### src/rtl/music_seq_ctrl_if.sv
// Bundle of the sequencer's control, loader and note-RAM signals.
// The slave modport is the sequencer's view; master is the surrounding system.
interface music_seq_ctrl_if #(
  parameter int DATA_WDTH = 5,
  parameter int COL_BITS  = 8
);
  logic                 start;
  logic                 stop;
  logic [COL_BITS-1:0]  song_len;
  logic                 wr_req;
  logic [COL_BITS-1:0]  wr_addr;
  logic [DATA_WDTH-1:0] wr_data;
  logic                 wr_ack;
  logic [COL_BITS-1:0]  ram_addra;
  logic [DATA_WDTH-1:0] ram_dina;
  logic                 ram_wen;
  logic [COL_BITS-1:0]  ram_addrb;
  logic [DATA_WDTH-1:0] ram_doutb;
  logic [DATA_WDTH-1:0] note;
  logic                 note_valid;
  logic                 playing;
  logic                 done;

  modport master (
    output start, stop, song_len, wr_req, wr_addr, wr_data, ram_doutb,
    input  wr_ack, ram_addra, ram_dina, ram_wen, ram_addrb,
           note, note_valid, playing, done
  );

  modport slave (
    input  start, stop, song_len, wr_req, wr_addr, wr_data, ram_doutb,
    output wr_ack, ram_addra, ram_dina, ram_wen, ram_addrb,
           note, note_valid, playing, done
  );
endinterface

### src/rtl/music_seq_ctrl.sv
// Note-RAM playback sequencer with loader write-port arbitration.
// Optional feature macro: MUSIC_LOOP_EN (endless looping playback).
module music_seq_ctrl #(
  parameter int DATA_WDTH = 5,
  parameter int COL       = 100,
  parameter int COL_BITS  = 8,
  parameter int BEAT_CNT  = 3000000,
  parameter int GAP_CNT   = 300000
) (
  input  logic             clk,
  input  logic             rst,
  music_seq_ctrl_if.slave  bus
);

  localparam int BEAT_W = $clog2(BEAT_CNT + 1);
  localparam int GAP_W  = (GAP_CNT > 0) ? $clog2(GAP_CNT + 1) : 1;
  localparam logic [BEAT_W-1:0]   BEAT_LOAD = BEAT_W'(BEAT_CNT - 1);
  localparam logic [GAP_W-1:0]    GAP_LOAD  = GAP_W'((GAP_CNT > 0) ? GAP_CNT - 1 : 0);
  localparam logic [COL_BITS-1:0] PTR_ONE   = COL_BITS'(1);
  // Longest song the RAM can actually hold at this address width
  localparam logic [COL_BITS-1:0] LEN_MAX   =
    COL_BITS'((COL >= (1 << COL_BITS)) ? (1 << COL_BITS) - 1 : COL);

  typedef enum logic [2:0] {
    S_IDLE,
    S_FETCH,
    S_LATCH,
    S_HOLD,
    S_GAP
  } state_t;

  state_t               r_state;
  logic [COL_BITS-1:0]  r_ptr;
  logic [COL_BITS-1:0]  r_len;
  logic [DATA_WDTH-1:0] r_note;
  logic [BEAT_W-1:0]    r_beat;
  logic [GAP_W-1:0]     r_gap;
  logic                 r_done;

  state_t               w_state_next;
  logic [COL_BITS-1:0]  w_ptr_next;
  logic [COL_BITS-1:0]  w_len_next;
  logic [DATA_WDTH-1:0] w_note_next;
  logic [BEAT_W-1:0]    w_beat_next;
  logic [GAP_W-1:0]     w_gap_next;
  logic                 w_done_next;
  logic                 w_adv;
  logic                 w_end;

  always_ff @(posedge clk or posedge rst) begin
    if (rst) begin
      r_state <= S_IDLE;
      r_ptr   <= '0;
      r_len   <= '0;
      r_note  <= '0;
      r_beat  <= '0;
      r_gap   <= '0;
      r_done  <= 1'b0;
    end else begin
      r_state <= w_state_next;
      r_ptr   <= w_ptr_next;
      r_len   <= w_len_next;
      r_note  <= w_note_next;
      r_beat  <= w_beat_next;
      r_gap   <= w_gap_next;
      r_done  <= w_done_next;
    end
  end

  always_comb begin
    w_state_next = r_state;
    w_ptr_next   = r_ptr;
    w_len_next   = r_len;
    w_note_next  = r_note;
    w_beat_next  = r_beat;
    w_gap_next   = r_gap;
    w_done_next  = 1'b0;
    w_adv        = 1'b0;
    w_end        = 1'b0;

    case (r_state)
      S_IDLE: begin
        if (bus.start) begin
          w_len_next = (bus.song_len > LEN_MAX) ? LEN_MAX : bus.song_len;
          w_ptr_next = '0;
          if (bus.song_len != '0) begin
            w_state_next = S_FETCH;
          end else begin
            w_done_next = 1'b1;
          end
        end
      end
      S_FETCH: begin
        w_state_next = S_LATCH;
      end
      S_LATCH: begin
        // All-ones code marks the end of the stored song and is never sounded
        if (&bus.ram_doutb) begin
          w_end = 1'b1;
        end else begin
          w_note_next  = bus.ram_doutb;
          w_beat_next  = BEAT_LOAD;
          w_state_next = S_HOLD;
        end
      end
      S_HOLD: begin
        if (r_beat == '0) begin
          if (GAP_CNT == 0) begin
            w_adv = 1'b1;
          end else begin
            w_gap_next   = GAP_LOAD;
            w_state_next = S_GAP;
          end
        end else begin
          w_beat_next = r_beat - 1'b1;
        end
      end
      S_GAP: begin
        if (r_gap == '0) begin
          w_adv = 1'b1;
        end else begin
          w_gap_next = r_gap - 1'b1;
        end
      end
      default: begin
        w_state_next = S_IDLE;
      end
    endcase

    if (w_adv) begin
      if (r_ptr == r_len - PTR_ONE) begin
        w_end = 1'b1;
      end else begin
        w_ptr_next   = r_ptr + PTR_ONE;
        w_state_next = S_FETCH;
      end
    end

    if (w_end) begin
      w_done_next = 1'b1;
      w_ptr_next  = '0;
`ifdef MUSIC_LOOP_EN
      w_state_next = S_FETCH;
`else
      w_state_next = S_IDLE;
`endif
    end

    // Abort dominates everything, including a coincident end of song
    if (bus.stop) begin
      w_state_next = S_IDLE;
      w_ptr_next   = '0;
      w_done_next  = 1'b0;
    end
  end

  assign bus.wr_ack     = bus.wr_req & (r_state != S_FETCH) & ~rst;
  assign bus.ram_wen    = bus.wr_ack;
  assign bus.ram_addra  = bus.wr_addr;
  assign bus.ram_dina   = bus.wr_data;
  assign bus.ram_addrb  = r_ptr;
  assign bus.note       = r_note;
  assign bus.note_valid = (r_state == S_HOLD) && (r_note != '0);
  assign bus.playing    = (r_state != S_IDLE);
  assign bus.done       = r_done;

endmodule

### src/flat_wrapper.sv
// flat-port wrapper written by rule: the top's interface ports become plain ports
module music_seq_ctrl_flat 
#(
  parameter int DATA_WDTH = 5,
  parameter int COL       = 100,
  parameter int COL_BITS  = 8,
  parameter int BEAT_CNT  = 3000000,
  parameter int GAP_CNT   = 300000
)
  (clk, rst, bus_start, bus_stop, bus_song_len, bus_wr_req, bus_wr_addr, bus_wr_data, bus_ram_doutb, bus_wr_ack, bus_ram_addra, bus_ram_dina, bus_ram_wen, bus_ram_addrb, bus_note, bus_note_valid, bus_playing, bus_done);
  music_seq_ctrl_if #(.DATA_WDTH(DATA_WDTH), .COL_BITS(COL_BITS)) bus_i ();
  input  logic clk;
  input  logic rst;
  input wire logic [$bits(bus_i.start)-1:0] bus_start;
  input wire logic [$bits(bus_i.stop)-1:0] bus_stop;
  input wire logic [$bits(bus_i.song_len)-1:0] bus_song_len;
  input wire logic [$bits(bus_i.wr_req)-1:0] bus_wr_req;
  input wire logic [$bits(bus_i.wr_addr)-1:0] bus_wr_addr;
  input wire logic [$bits(bus_i.wr_data)-1:0] bus_wr_data;
  input wire logic [$bits(bus_i.ram_doutb)-1:0] bus_ram_doutb;
  output wire logic [$bits(bus_i.wr_ack)-1:0] bus_wr_ack;
  output wire logic [$bits(bus_i.ram_addra)-1:0] bus_ram_addra;
  output wire logic [$bits(bus_i.ram_dina)-1:0] bus_ram_dina;
  output wire logic [$bits(bus_i.ram_wen)-1:0] bus_ram_wen;
  output wire logic [$bits(bus_i.ram_addrb)-1:0] bus_ram_addrb;
  output wire logic [$bits(bus_i.note)-1:0] bus_note;
  output wire logic [$bits(bus_i.note_valid)-1:0] bus_note_valid;
  output wire logic [$bits(bus_i.playing)-1:0] bus_playing;
  output wire logic [$bits(bus_i.done)-1:0] bus_done;
  assign bus_i.start = bus_start;
  assign bus_i.stop = bus_stop;
  assign bus_i.song_len = bus_song_len;
  assign bus_i.wr_req = bus_wr_req;
  assign bus_i.wr_addr = bus_wr_addr;
  assign bus_i.wr_data = bus_wr_data;
  assign bus_i.ram_doutb = bus_ram_doutb;
  assign bus_wr_ack = bus_i.wr_ack;
  assign bus_ram_addra = bus_i.ram_addra;
  assign bus_ram_dina = bus_i.ram_dina;
  assign bus_ram_wen = bus_i.ram_wen;
  assign bus_ram_addrb = bus_i.ram_addrb;
  assign bus_note = bus_i.note;
  assign bus_note_valid = bus_i.note_valid;
  assign bus_playing = bus_i.playing;
  assign bus_done = bus_i.done;
  music_seq_ctrl #(.DATA_WDTH(DATA_WDTH), .COL(COL), .COL_BITS(COL_BITS), .BEAT_CNT(BEAT_CNT), .GAP_CNT(GAP_CNT)) u_core (.clk(clk), .rst(rst), .bus(bus_i));
endmodule
### config.mk
export PLATFORM = sky130hd
export DESIGN_NAME = music_seq_ctrl_flat
export DESIGN_NICKNAME = d
export VERILOG_FILES = /design/src/rtl/music_seq_ctrl_if.sv /design/src/rtl/music_seq_ctrl.sv /design/src/flat_wrapper.sv
export SDC_FILE = /design/constraint.sdc
export NUM_CORES = 1
export LEC_CHECK = 0
export CAP_MARGIN = 0
export CELL_PAD_IN_SITES_DETAIL_PLACEMENT = 0
export CELL_PAD_IN_SITES_GLOBAL_PLACEMENT = 2
export CORE_ASPECT_RATIO = 1.5
export CORE_UTILIZATION = 33
export CTS_CLUSTER_DIAMETER = 60
export DETAILED_ROUTE_END_ITERATION = 8
export PLACE_DENSITY_LB_ADDON = 0.1
export SLEW_MARGIN = 20
export SYNTH_ARGS = -nofsm -noshare
export SYNTH_HDL_FRONTEND = slang
export SYNTH_SLANG_ARGS = --single-unit
### constraint.sdc
create_clock -name clk -period 3.3 [get_ports clk]
set_input_delay 0.495 -clock clk [delete_from_list [all_inputs] [get_ports clk]]
set_output_delay 0.495 -clock clk [all_outputs]
set_load 0.02 [all_outputs]
==> reports/metrics.cfg <==
[grt]
grt_max_degree = 67
grtUsageTotal_pct = 17.2
antenna_found_initial = 0
grt_overflow = 0
busiest_layer = met2
met1_usage_pct = 19.4
grtUsageMet3_pct = 4.20
grt_pass1_vias = 2970
grt_pass1_wl_um = 15100
grtUsageMet2_pct = 29.9

[synthesis]
synthArstFlopShare_pct = 100
syn_area_sq_um = 3700
syn_nets = 432
synthTopCellsByArea = dfrtp_1 (45%), xor2_1 (5.4%), nand2_1 (4.6%)
postSynthCellCount = 397
synth_largest_area_cell = dfrtp_1
yosys.area.top_type_share_pct = 44.6
synth_edf_count = 0
avgSynthCellArea_sq_um = 9.33
synth_warnings = 0
ys_types = 57
synth_ff_type = dfrtp_1
yosysSeqAreaShare_pct = 44.6
synth-seq-cells = 66

[drt]
ant_nets = 0
via_per_inst = 5.09
num_vias = 2930
drc = 0
wl_per_cell_um = 15.5
firstDrtPassIters = 4
first_iter_violations = 129
totalWireLength_um = 8940

[finish]
stdcell_area_sq_um = 4440
fin_nets = 459
final_common_cell = dfrtp_1
synthToLayoutAreaGrowth_pct = 19.7
layout-drive-gt1-share_pct = 9.09
final_cell_mix = dfrtp_1 (66), nand2_1 (45), nor2_1 (39)
diodes = 0

[timing]
relSlewSlack_pct = 42.7
finClkSkew_ns = 0.00543
tightest_slew_ns = 0.859
rsz0062_at_grt = false
final-hold-violation-count = 0
slew_viol_final = 0
fmaxAchievable_mhz = 377
setup_viol = 0
fin_crit_sh_pct = 80.3
tns_ns = 0
period_needed_ns = 2.65

[die]
row_count = 47
dieArea_sq_um = 11700
coreArea_sq_um = 11000
dieHeight_um = 132
io_pins = 62
die_width_um = 88.5
start_util_pct = 33.7

[power]
leakage_nw = 1.82
vdd_drop_max_mv = 0.254
power.density_nw_per_um2 = 630

[clock_tree]
cts_resized = 0
cts_sinks = 66
clockBufferDepth = 2
clock_latency_ns = 0.33
postCtsSetupBuffers = 0
cts_made_buffers = 9
cts_root_buf = clkbuf_16
cts_hold_buf = 0
cts.htree.levels = 3
cts.clk_slew.worst_paths_ns = 0.05
tritoncts = built

[status]
status = finished, final reports clean

[placed_design]
place_congestion = 0.737
dpl.hpwl_um = 6480
place_area_sq_um = 4130
io_buffers = 35

[hold_path]
hold_path_class = reg -> reg

[critical_path]
crit_required_ns = 3.55
worstSetupPathType = reg -> reg
cp_data_arrival_time_ns = 2.90
cp-start-kind = flop
worst-path-max-fanout = 14
r2r_setup_slack_ns = 0.65
end_kind = flop

[job]
drv_cap = 0

==> flip-flops by register name (all words and copies together), names as in the netlist <==
| register | count |
|---|---|
| u_core.r_beat | 22 |
| u_core.r_gap | 19 |
| u_core.bus.ram_addrb | 8 |
| u_core.r_len | 8 |
| u_core.bus.note | 5 |
| u_core.r_state | 3 |
| u_core.bus.done | 1 |
==> metal layers <==
layer | vias to the layer above | share of wire, %
li1 | 1459 | -
met5 | - | 0
met4 | 0 | 2.4
met1 | 1414 | 42
met3 | 15 | 2.6
met2 | 42 | 53
==> metrics by stage <==
| step | setup WS [ns] | total power [W] | utilization [%] | hold WS (ns) | cells |
|---|---|---|---|---|---|
| after detailed placement | 0.616 | 0.00184 | 37.5 | 0.465 | 560 |
| after global placement | 0.719 | 0.00183 | 37.5 | 0.464 | 560 |
| final | 0.649 | 0.00280 | 40.3 | 0.464 | 576 |
| after global routing | 0.378 | 0.00297 | 40.3 | 0.489 | 576 |
| after CTS | 0.611 | 0.00284 | 40.3 | 0.472 | 576 |
| after floorplan | 0.225 | 0.00161 | - | 0.436 | 397 |
==> Yosys cell counts (2+ instances only) <==
cell type	count
a21o_1	4
o22a_1	5
nor3b_1	5
buf_4	14
nand3_1	21
a22o_1	4
or4_1	5
or3b_2	3
nand2b_1	3
a311oi_1	2
dfrtp_1	66
nand2_1	45
and2_1	3
o21ai_1	5
nor2b_1	2
nor2_1	39
clkbuf_1	6
nor4_1	4
nor3_1	13
inv_1	13
o21ai_0	14
or3_1	4
a211oi_1	6
xnor2_1	10
nand3b_1	4
and3_1	9
a21oi_1	10
ha_1	4
o31ai_1	3
mux2i_1	4
a31oi_1	4
buf_2	4
xor2_1	23
nand4b_1	5
nand4_1	4
or2_2	6
==> worst paths after layout <==
check,depth (start not counted),endpoint,from
worst min register to register,1,u_core.r_beat[17],u_core.r_beat[17]
worst max register to register,6,u_core.r_gap[1],u_core.r_beat[10]
max in group asynchronous,3,u_core.r_gap[13],rst
worst max-delay path,6,u_core.r_gap[1],u_core.r_beat[10]
worst min-delay path,1,u_core.r_beat[17],u_core.r_beat[17]
min in group asynchronous,3,u_core.r_len[1],rst
==> area by class of cell <==
class                           count  area (sq um)
Multi-Input combinational cell    294          1860
Sequential cell                    66          1650
Fill cell                        1122          6560
Inverter                           13          48.8
Timing Repair Buffer               40           388
Clock buffer                       12           256
Clock inverter                      4          50.0
Tap cell                          147           184
==> critical path, cell delays in order (launching register included) <==
cell	delay, ns
dfrtp_1	0.43
or4_1	0.66
nor4_4	0.44
nand3_2	0.35
nor2_1	0.37
o21ai_0	0.16
a22oi_1	0.16
==> where the power goes <==
group	leakage, nW	internal (W)	total [W]	switching, W
Combinational	0.870	0.000327	0.000715	0.000389
Sequential	0.801	0.000958	0.00110	0.000144
Clock	0.145	0.000625	0.000979	0.000354
Total	1.82	0.00191	0.00280	0.000887
==> cells by family after synthesis <==
kind of cell,after synthesis,share of synthesized area (%)
flops,66,44.6
compound gates,66,12.8
simple gates,187,27.1
fa+ha+maj,4,1.35
buf+inv,37,5.30
xor+xnor,33,7.80
mux,4,1.08
(Power assumes the default switching activity.)
==> RTL change (config.mk and constraints unchanged) <==
The 5 states of `state_t` get a one-hot encoding in 5 bits.
--- a/src/rtl/music_seq_ctrl.sv
+++ b/src/rtl/music_seq_ctrl.sv
@@ -22,10 +22,10 @@
     COL_BITS'((COL >= (1 << COL_BITS)) ? (1 << COL_BITS) - 1 : COL);
 
-  typedef enum logic [2:0] {
-    S_IDLE,
-    S_FETCH,
-    S_LATCH,
-    S_HOLD,
-    S_GAP
+  typedef enum logic [4:0] {
+    S_IDLE  = 5'b00001,
+    S_FETCH = 5'b00010,
+    S_LATCH = 5'b00100,
+    S_HOLD  = 5'b01000,
+    S_GAP   = 5'b10000
   } state_t;
 
Check against the original RTL: same outputs for any inputs over 10 cycles, from zero or initial values and one cycle with rst high; not proved beyond that.
==> RTL change against the original RTL <==
Clock skew increased by 0.00080 ns. Area after synthesis increased by 3.1%. Critical endpoint is now bus_note_valid. Core utilization increased by 0.87 points. Routed wire length increased by 8.9%. Final area increased by 3.8%. Sequential share of layout area decreased by 0.25 points. Worst setup slack got worse by 0.22 ns. Die area increased by 3.0%. Sequential cell count increased by 2. Final cell count increased by 4.0%. Via count increased by 8.3%.
Power is not compared: it rests on default switching activity, and its combinational part moved more than twofold at a synthesized area within 25%.
==> RTL change: results (changes against the original RTL) <==
status: "complete, no violations"
met2WireLength_mm: 5.39  # +14%
number_of_buffer_cells_added_on_primary_ports: 35  # unchanged
rrSetupSlack_ns: 0.49  # -0.16 ns
synth-compound-area-share: 0.152  # +0.0247
gr-usage-met3: 0.0257  # -0.0163
critPathSlowestCell: "sky130_fd_sc_hd__clkdlybuf4s50_1"
worst-endpoint-arrival_ns: 2.38  # -0.52 ns
top_layer_used: "met4"
synthDistinctLibCells: 59  # +3.5%
internal-power_mw: 1.74
post_synth_xor_area_fraction: 0.0665  # -0.0115
globalplace.congestion: 0.738  # +0.15%
cts_setup_buffers: 0  # unchanged
final_hpwl_dp_mm: 7.20  # +11%
clk-power_mw: 1.11
layout-drive-gt1-share: 0.102  # +0.0109
seq_area_frac_synth: 0.446  # about the same
cpPeakStageDelay_ns: 0.63  # -0.03 ns
synth.mux.area_fraction: 0.00262  # -0.00819
clk_pin_slew_worst_paths_ns: 0.06
numCtsBuffers: 9  # unchanged
count_of_filler_cells_inserted_in_the_layout: 1123  # +0.089%
gr-usage-met1: 0.194  # about the same
worstHoldPathType: "reg -> reg"
synth_top_flop_cell: "sky130_fd_sc_hd__dfrtp_1"
antenna_cells: 0  # unchanged
drt_pass1_iterations: 4  # unchanged
first_iter_violations: 172  # +33%
ys_top_cells_by_count: "67 x sky130_fd_sc_hd__dfrtp_1, 49 x sky130_fd_sc_hd__nand2_1, 46 x sky130_fd_sc_hd__nor2_1, 26 x sky130_fd_sc_hd__a21oi_1, 20 x sky130_fd_sc_hd__o21ai_0"
drcViolationCount: 0  # unchanged
synthesized_area_fraction_occupied_by_adder_cells: 0.0131  # -0.000403
grt_start_max_net_pins: 37  # -45%
globalRouteOverflowTotal: 0  # unchanged
first_global_vias: 3213  # +8.2%
met3_layer_wire_length_in_the_routed_design_um: 244  # +4.7%
worst_path_dominant_cell_family: "simple AND/OR/NAND/NOR gates"
pg_seq_uw: 920
groute.usage.overall: 0.175  # +0.00338
grt.met2_usage: 0.325  # +0.0261
htreeDepth: 3  # unchanged
synth_area_leaders: "sky130_fd_sc_hd__dfrtp_1 44%, sky130_fd_sc_hd__nand2_1 4.8%, sky130_fd_sc_hd__nor2_1 4.5%"
gr-max-usage-layer: "met2"
clock_skew_ns: 0.00623  # +0.000797 ns
synth.net_count: 453  # +4.9%
grt_antenna_before_repair: 0  # unchanged
met1Wirelength_mm: 3.91  # +3.7%
power.leakage_nw: 1.87
fin_worst_hold_slack_ns: 0.507  # +0.0435 ns
worst_slew_slack_as_a_fraction_of_its_limit: 0.500  # +0.0724
cts_max_path_buffers: 2  # unchanged
first_pass_grt_wire_length_mm: 16.4  # +8.7%
timing.critical_path.fanout_max: 7  # -7
clk_latency_ns: 0.33  # about the same
avg_vias_per_cell: 5.30  # +4.2%
wire_per_inst_um: 16.3  # +4.7%
layout.nets: 482  # +5.0%
RTL change: changes by cell type after synthesis, moves of 5 or more:
cell,delta
sky130_fd_sc_hd__a211oi_1,-5
sky130_fd_sc_hd__a21oi_1,+16
sky130_fd_sc_hd__a311oi_1,+6
sky130_fd_sc_hd__nand2b_1,+6
sky130_fd_sc_hd__nand3_1,-5
sky130_fd_sc_hd__nor2_1,+7
sky130_fd_sc_hd__o21ai_0,+6
sky130_fd_sc_hd__xnor2_1,+9
sky130_fd_sc_hd__xor2_1,-13
RTL change: through the flow:
step | total power [mW] | setup slack (ns) | util | instances | area (µm²)
finish | 2.30 | 0.427 | 0.412 | 599 | 4600
global route | 2.40 | 0.240 | 0.412 | 599 | 4600
CTS | 2.34 | 0.382 | 0.412 | 599 | 4600
detailed placement | 1.21 | 0.477 | 0.382 | 583 | 4260
global placement | 1.21 | 0.535 | 0.382 | 583 | 4260
floorplan | 1.12 | 0.803 | - | 418 | 3820
RTL change: path summary, 6_finish.rpt:
| check | endpoint | start | cells past startpoint |
|---|---|---|---|
| max in group asynchronous | u_core.r_state[0] | rst | 3 |
| min in group asynchronous | u_core.bus.ram_addrb[0] | rst | 2 |
| max | bus_note_valid | u_core.r_state[4] | 4 |
| max reg2reg | u_core.bus.ram_addrb[7] | u_core.r_gap[0] | 9 |
| min | u_core.r_len[7] | u_core.r_len[7] | 1 |
| min reg2reg | u_core.r_len[7] | u_core.r_len[7] | 1 |
RTL change: area by class of cell:
| class | instances | share of cell area |
|---|---|---|
| clock inverters | 6 | 0.0242 |
| flip-flops and latches | 68 | 0.370 |
| clock buffers | 10 | 0.0497 |
| well taps | 147 | 0.0399 |
| inverters | 12 | 0.00978 |
| repair buffers | 42 | 0.0902 |
| multi-input cells | 314 | 0.416 |
